--- src/rtl/writeback_queue.sv ---
// writeback_queue
//
// Buffers execution results as (rd, value) pairs and drains them in FIFO
// order, at most one per cycle, onto the register_array write port. It also
// provides two forwarding lookups, so operand fetch can see results that are
// queued but not yet written.
//
// Ports:
//   clk, reset          clock; asynchronous active-high reset
//   flush               synchronous clear of all queued entries
//   in_valid/in_ready   producer handshake; in_rd/in_value carry the result
//   drain_en            write port is available this cycle
//   store/store_value   register_array write port (store == 0 means no write)
//   fwd_sel_*/fwd_hit_*/fwd_value_*  forwarding lookups for operands A and B
//   count               number of valid entries
module writeback_queue #(
  parameter int XLEN       = 32,
  parameter int SELECT_LEN = 5,
  parameter int DEPTH      = 4
) (
  input  logic                       clk,
  input  logic                       reset,
  input  logic                       flush,
  input  logic                       in_valid,
  output logic                       in_ready,
  input  logic [SELECT_LEN-1:0]      in_rd,
  input  logic [XLEN-1:0]            in_value,
  input  logic                       drain_en,
  output logic [SELECT_LEN-1:0]      store,
  output logic [XLEN-1:0]            store_value,
  input  logic [SELECT_LEN-1:0]      fwd_sel_a,
  output logic                       fwd_hit_a,
  output logic [XLEN-1:0]            fwd_value_a,
  input  logic [SELECT_LEN-1:0]      fwd_sel_b,
  output logic                       fwd_hit_b,
  output logic [XLEN-1:0]            fwd_value_b,
  output logic [$clog2(DEPTH+1)-1:0] count
);

  localparam int PTR_W = $clog2(DEPTH);
  localparam int CNT_W = $clog2(DEPTH+1);
  localparam logic [CNT_W-1:0] FULL_COUNT = CNT_W'(DEPTH);

  logic [SELECT_LEN-1:0] rd_mem    [DEPTH];
  logic [XLEN-1:0]       value_mem [DEPTH];

  logic [PTR_W-1:0] head_reg;
  logic [PTR_W-1:0] tail_reg;
  logic [CNT_W-1:0] count_reg;

  logic push;
  logic pop;

  // Slot k is the k-th oldest entry; it is valid when k < count. Walking
  // slots from oldest to newest lets the last match win, which gives
  // newest-entry forwarding.
  logic [PTR_W-1:0] slot_idx   [DEPTH];
  logic [DEPTH-1:0] slot_valid;

  genvar gi;
  generate
    for (gi = 0; gi < DEPTH; gi++) begin : g_slot
      assign slot_idx[gi]   = head_reg + PTR_W'(gi);
      assign slot_valid[gi] = (CNT_W'(gi) < count_reg);
    end
  endgenerate

  // Reset clears count asynchronously, so every count-qualified output
  // drops to zero immediately; in_ready needs the explicit reset term.
  assign in_ready = !reset && ((count_reg < FULL_COUNT) || drain_en);
  assign pop      = (count_reg != '0) && drain_en;
  // Entries with rd == 0 are never stored, so pop is equivalent to store != 0.
  assign push     = in_valid && in_ready && (in_rd != '0);
  assign count    = count_reg;

  always_comb begin
    store       = '0;
    store_value = '0;
    if (pop) begin
      store       = rd_mem[head_reg];
      store_value = value_mem[head_reg];
    end
  end

  always_comb begin
    fwd_hit_a   = 1'b0;
    fwd_value_a = '0;
    fwd_hit_b   = 1'b0;
    fwd_value_b = '0;
    for (int k = 0; k < DEPTH; k++) begin
      if (slot_valid[k] && (fwd_sel_a != '0) && (rd_mem[slot_idx[k]] == fwd_sel_a)) begin
        fwd_hit_a   = 1'b1;
        fwd_value_a = value_mem[slot_idx[k]];
      end
      if (slot_valid[k] && (fwd_sel_b != '0) && (rd_mem[slot_idx[k]] == fwd_sel_b)) begin
        fwd_hit_b   = 1'b1;
        fwd_value_b = value_mem[slot_idx[k]];
      end
    end
  end

  // Entry storage has no reset; validity is derived from head/count alone.
  always_ff @(posedge clk) begin
    if (push && !flush) begin
      rd_mem[tail_reg]    <= in_rd;
      value_mem[tail_reg] <= in_value;
    end
  end

  always_ff @(posedge clk or posedge reset) begin
    if (reset) begin
      head_reg  <= '0;
      tail_reg  <= '0;
      count_reg <= '0;
    end else if (flush) begin
      // Flush wins over any push or pop in the same cycle.
      head_reg  <= '0;
      tail_reg  <= '0;
      count_reg <= '0;
    end else begin
      if (push) tail_reg <= tail_reg + 1'b1;
      if (pop)  head_reg <= head_reg + 1'b1;
      case ({push, pop})
        2'b10:   count_reg <= count_reg + 1'b1;
        2'b01:   count_reg <= count_reg - 1'b1;
        default: count_reg <= count_reg;
      endcase
    end
  end

endmodule

--- config.mk ---
export PLATFORM = sky130hd
export DESIGN_NAME = writeback_queue
export DESIGN_NICKNAME = d
export VERILOG_FILES = /design/src/rtl/writeback_queue.sv
export SDC_FILE = /design/constraint.sdc
export NUM_CORES = 1
export LEC_CHECK = 0
export ABC_CLOCK_PERIOD_IN_PS = 8890
export BUFFER_PORTS_ARGS = -buffer_cell sky130_fd_sc_hd__buf_2
export CAP_MARGIN = 20
export CORE_ASPECT_RATIO = 1.25
export CORE_UTILIZATION = 35
export CTS_CLUSTER_DIAMETER = 150
export DETAILED_ROUTE_END_ITERATION = 7
export HOLD_SLACK_MARGIN = 0.05
export SLEW_MARGIN = 25
export SYNTH_ARGS = -nofsm -noshare
export SYNTH_HDL_FRONTEND = slang
export SYNTH_SLANG_ARGS = --single-unit
--- constraint.sdc ---
create_clock -name clk -period 8.89 [get_ports clk]
set_input_delay 1.3335 -clock clk [delete_from_list [all_inputs] [get_ports clk]]
set_output_delay 1.3335 -clock clk [all_outputs]
set_load 0.1 [all_outputs]
==> reports/results.tsv <==
metric	value	unit
highest_layer	met5	
insertion_delay	0.43	ns
wl	32700	microns
worstPathRequired	7.56	ns
hp-class	reg2reg	
cts_root_buffer	clkbuf_16	
postCtsSetupBuffers	0	
grt_usage	19.7	%
path_clk_slew	0.07	ns
grt_overflow	0	
antenna_found_initial	4	
vias	9304	
min_period_over_period	70.4	%
gp_congestion	0.848	
die_w	164	microns
fin_tns_setup	0	ns
grt_pass1_vias	8932	
cp-end-kind	primary output	
leakage	4.72	nW
drc	0	
synthArstFlopShare	4.52	%
placementRows	73	
die_y	204	microns
wirelength_met1	13700	microns
max_cap_viol_count	0	
tritoncts	built	
cts_buffers	17	
ys.flop_type	edfxtp_1	
io_buffers	158	
worst_path_most_repeated_cell	buf_4	
viasPerCell	5.73	
ys_seq_area_share	40.4	%
ys_types	54	
clockBufferDepth	2	
crit_chain	buf_4 > mux4_2 > xnor2_1 > nand4_1 > nor4b_4 > buf_4 > nor2_4 > buf_4 > a211oi_2 > buf_2	
min_period	6.26	ns
synth.net_count	1175	
avgSynthCellArea	10.3	sq um
rsz0062_at_grt	no	
cts_sinks	155	
fin_nets	1257	
synth_edf_count	148	
hold_viol_final	0	
initial_utilization	35.8	%
core	0.0320	sq mm
max_slew_margin	33.4	%
ir_worst_vdd	0.000188	V
ctsResizeCount	0	
path_buf_inv	4	
crit_slowest_cell	dfrtp_4	
wl_met3	1640	microns
skew	0.0113	ns
slew_violations	0	
largest_reg_flops	128	
grt_max_degree	89	
stdcell_area	0.0131	sq mm
postRouteAntennaNets	0	
fmax	160	MHz
multi_input_comb_area	0.00631	sq mm
dieArea	0.0334	sq mm
postCtsHoldBufs	0	
first_pass_iters	7	
p_per_area	260	mW/mm^2
ys_seq_elements	155	
setup_violations	0	
ios	159	
htreeDepth	4	
fillCellCount	3120	
drive_above_1_share	25.5	%
yosys_warnings	0	
grt_first_pass_wirelength	49900	microns
worst-setup-path-type	reg2out	
wl_per_cell	20.2	microns
startpoint_type	flop	
outcome	finished, final reports clean	
syn_area	0.0114	sq mm
tightest_slew	0.995	ns
critPathArrivalTime	4.92	ns
wl_met2	16400	microns
syn_inst	1115	
postPlaceCellArea	0.0124	sq mm
drtIter0Drc	606	
seq_area	0.00463	sq mm
slowest_delay	0.77	ns
worstPathMaxFanout	55	
cp_top_family	buffers and inverters	
area_growth	14.2	%
dp_hpwl	21900	microns
[Yosys cell counts, types with 32 or more instances]
| cell | number | area [sq um] |
|---|---|---|
| xnor2_1 | 39 | 342 |
| nand2_1 | 98 | 368 |
| nor3_1 | 34 | 170 |
| and2_1 | 71 | 444 |
| clkbuf_1 | 66 | 248 |
| o21ai_0 | 32 | 160 |
| mux2i_1 | 67 | 671 |
| nor3b_1 | 32 | 240 |
| edfxtp_1 | 148 | 4440 |
| mux2_2 | 32 | 360 |
| nor2_1 | 48 | 180 |
| a21oi_1 | 66 | 330 |
[power breakdown]
| part | leakage (nW) | internal [W] | switching [W] |
|---|---|---|---|
| combinational | 3.00 | 0.000457 | 0.00129 |
| clock | 0.301 | 0.000486 | 0.000287 |
| sequential | 1.43 | 0.000823 | 0.0000537 |
[routing by layer]
metal,vias to the layer above,track usage (%)
li1,4368,-
met1,4539,24.0
met2,319,33.8
met3,74,3.43
met4,4,8.43
met5,-,0
[area by class of cell]
class | instances | area share, %
inverter | 10 | 0.307
antenna | 2 | 0.0383
sequential | 155 | 35.4
timing repair buffer | 176 | 7.12
clock buffer | 22 | 3.55
tap | 412 | 3.95
clock inverter | 10 | 1.27
multi-input combinational | 837 | 48.3
[path summary, 6_finish.rpt]
kind	startpoint	to	slack (ns)	cells past startpoint
setup reg to reg	count[2]$_DFFE_PP0P_	value_mem[0][20]$_DFFE_PP_	6.19	5
max in group asynchronous	reset	head_reg[0]$_DFFE_PP0P_	7.77	2
min in group asynchronous	reset	tail_reg[0]$_DFFE_PP0P_	0.85	2
hold / removal	tail_reg[1]$_DFFE_PP0P_	tail_reg[1]$_DFFE_PP0P_	0.60	2
setup / recovery	head_reg[0]$_DFFE_PP0P_	fwd_value_a[7]	2.63	10
hold reg to reg	tail_reg[1]$_DFFE_PP0P_	tail_reg[1]$_DFFE_PP0P_	0.60	2
[kinds of logic (layout without fill, tap and decap cells)]
group	after synthesis	count (layout)	share of synthesized area [%]
other	0	2	0
muxes	123	123	13.7
and+or+nand+nor	369	369	17.3
xor gates and xnor gates	44	44	3.37
AOI/OAI and AO/OA	291	291	19.4
adders and majority gates	10	10	1.05
DFF	155	155	40.4
buffers and inverters	123	218	4.80
[worst min-delay path, cell delays in order (launching register included)]
cell and delay [ns]:
dfrtp_1 0.39, mux2i_1 0.09, nor2_1 0.08
[per-stage QoR]
stage / util, % / instances / power (W) / hold WS [ns] / setup WS, ns
2_1_floorplan: - / 1115 / 0.00233 / 0.542 / 2.57
3_3_place_gp: 38.9 / 1590 / 0.00263 / 0.576 / 2.92
3_5_place_dp: 38.9 / 1590 / 0.00264 / 0.590 / 2.93
4_1_cts: 40.8 / 1622 / 0.00342 / 0.606 / 2.60
5_1_grt: 40.9 / 1624 / 0.00355 / 0.653 / 2.37
6_report: 40.9 / 1624 / 0.00340 / 0.602 / 2.63
[layout by cell type (no fill, tap or decap), types with 24 or more instances in the layout]
| cell type | instances |
|---|---|
| a221o_1 | 30 |
| a21oi_1 | 65 |
| a211oi_2 | 29 |
| nor2_1 | 47 |
| nor3b_1 | 32 |
| and3_1 | 31 |
| a22o_1 | 31 |
| o31a_1 | 30 |
| nor3_1 | 34 |
| xnor2_1 | 39 |
| mux4_2 | 24 |
| buf_2 | 158 |
| mux2i_1 | 67 |
| nand2_1 | 98 |
| o21ai_0 | 32 |
| nor2b_1 | 31 |
| and2_1 | 66 |
| mux2_2 | 32 |
| o21a_1 | 30 |
| a31oi_1 | 31 |
| edfxtp_1 | 148 |
Note: power is estimated with default switching activity, not from simulation.
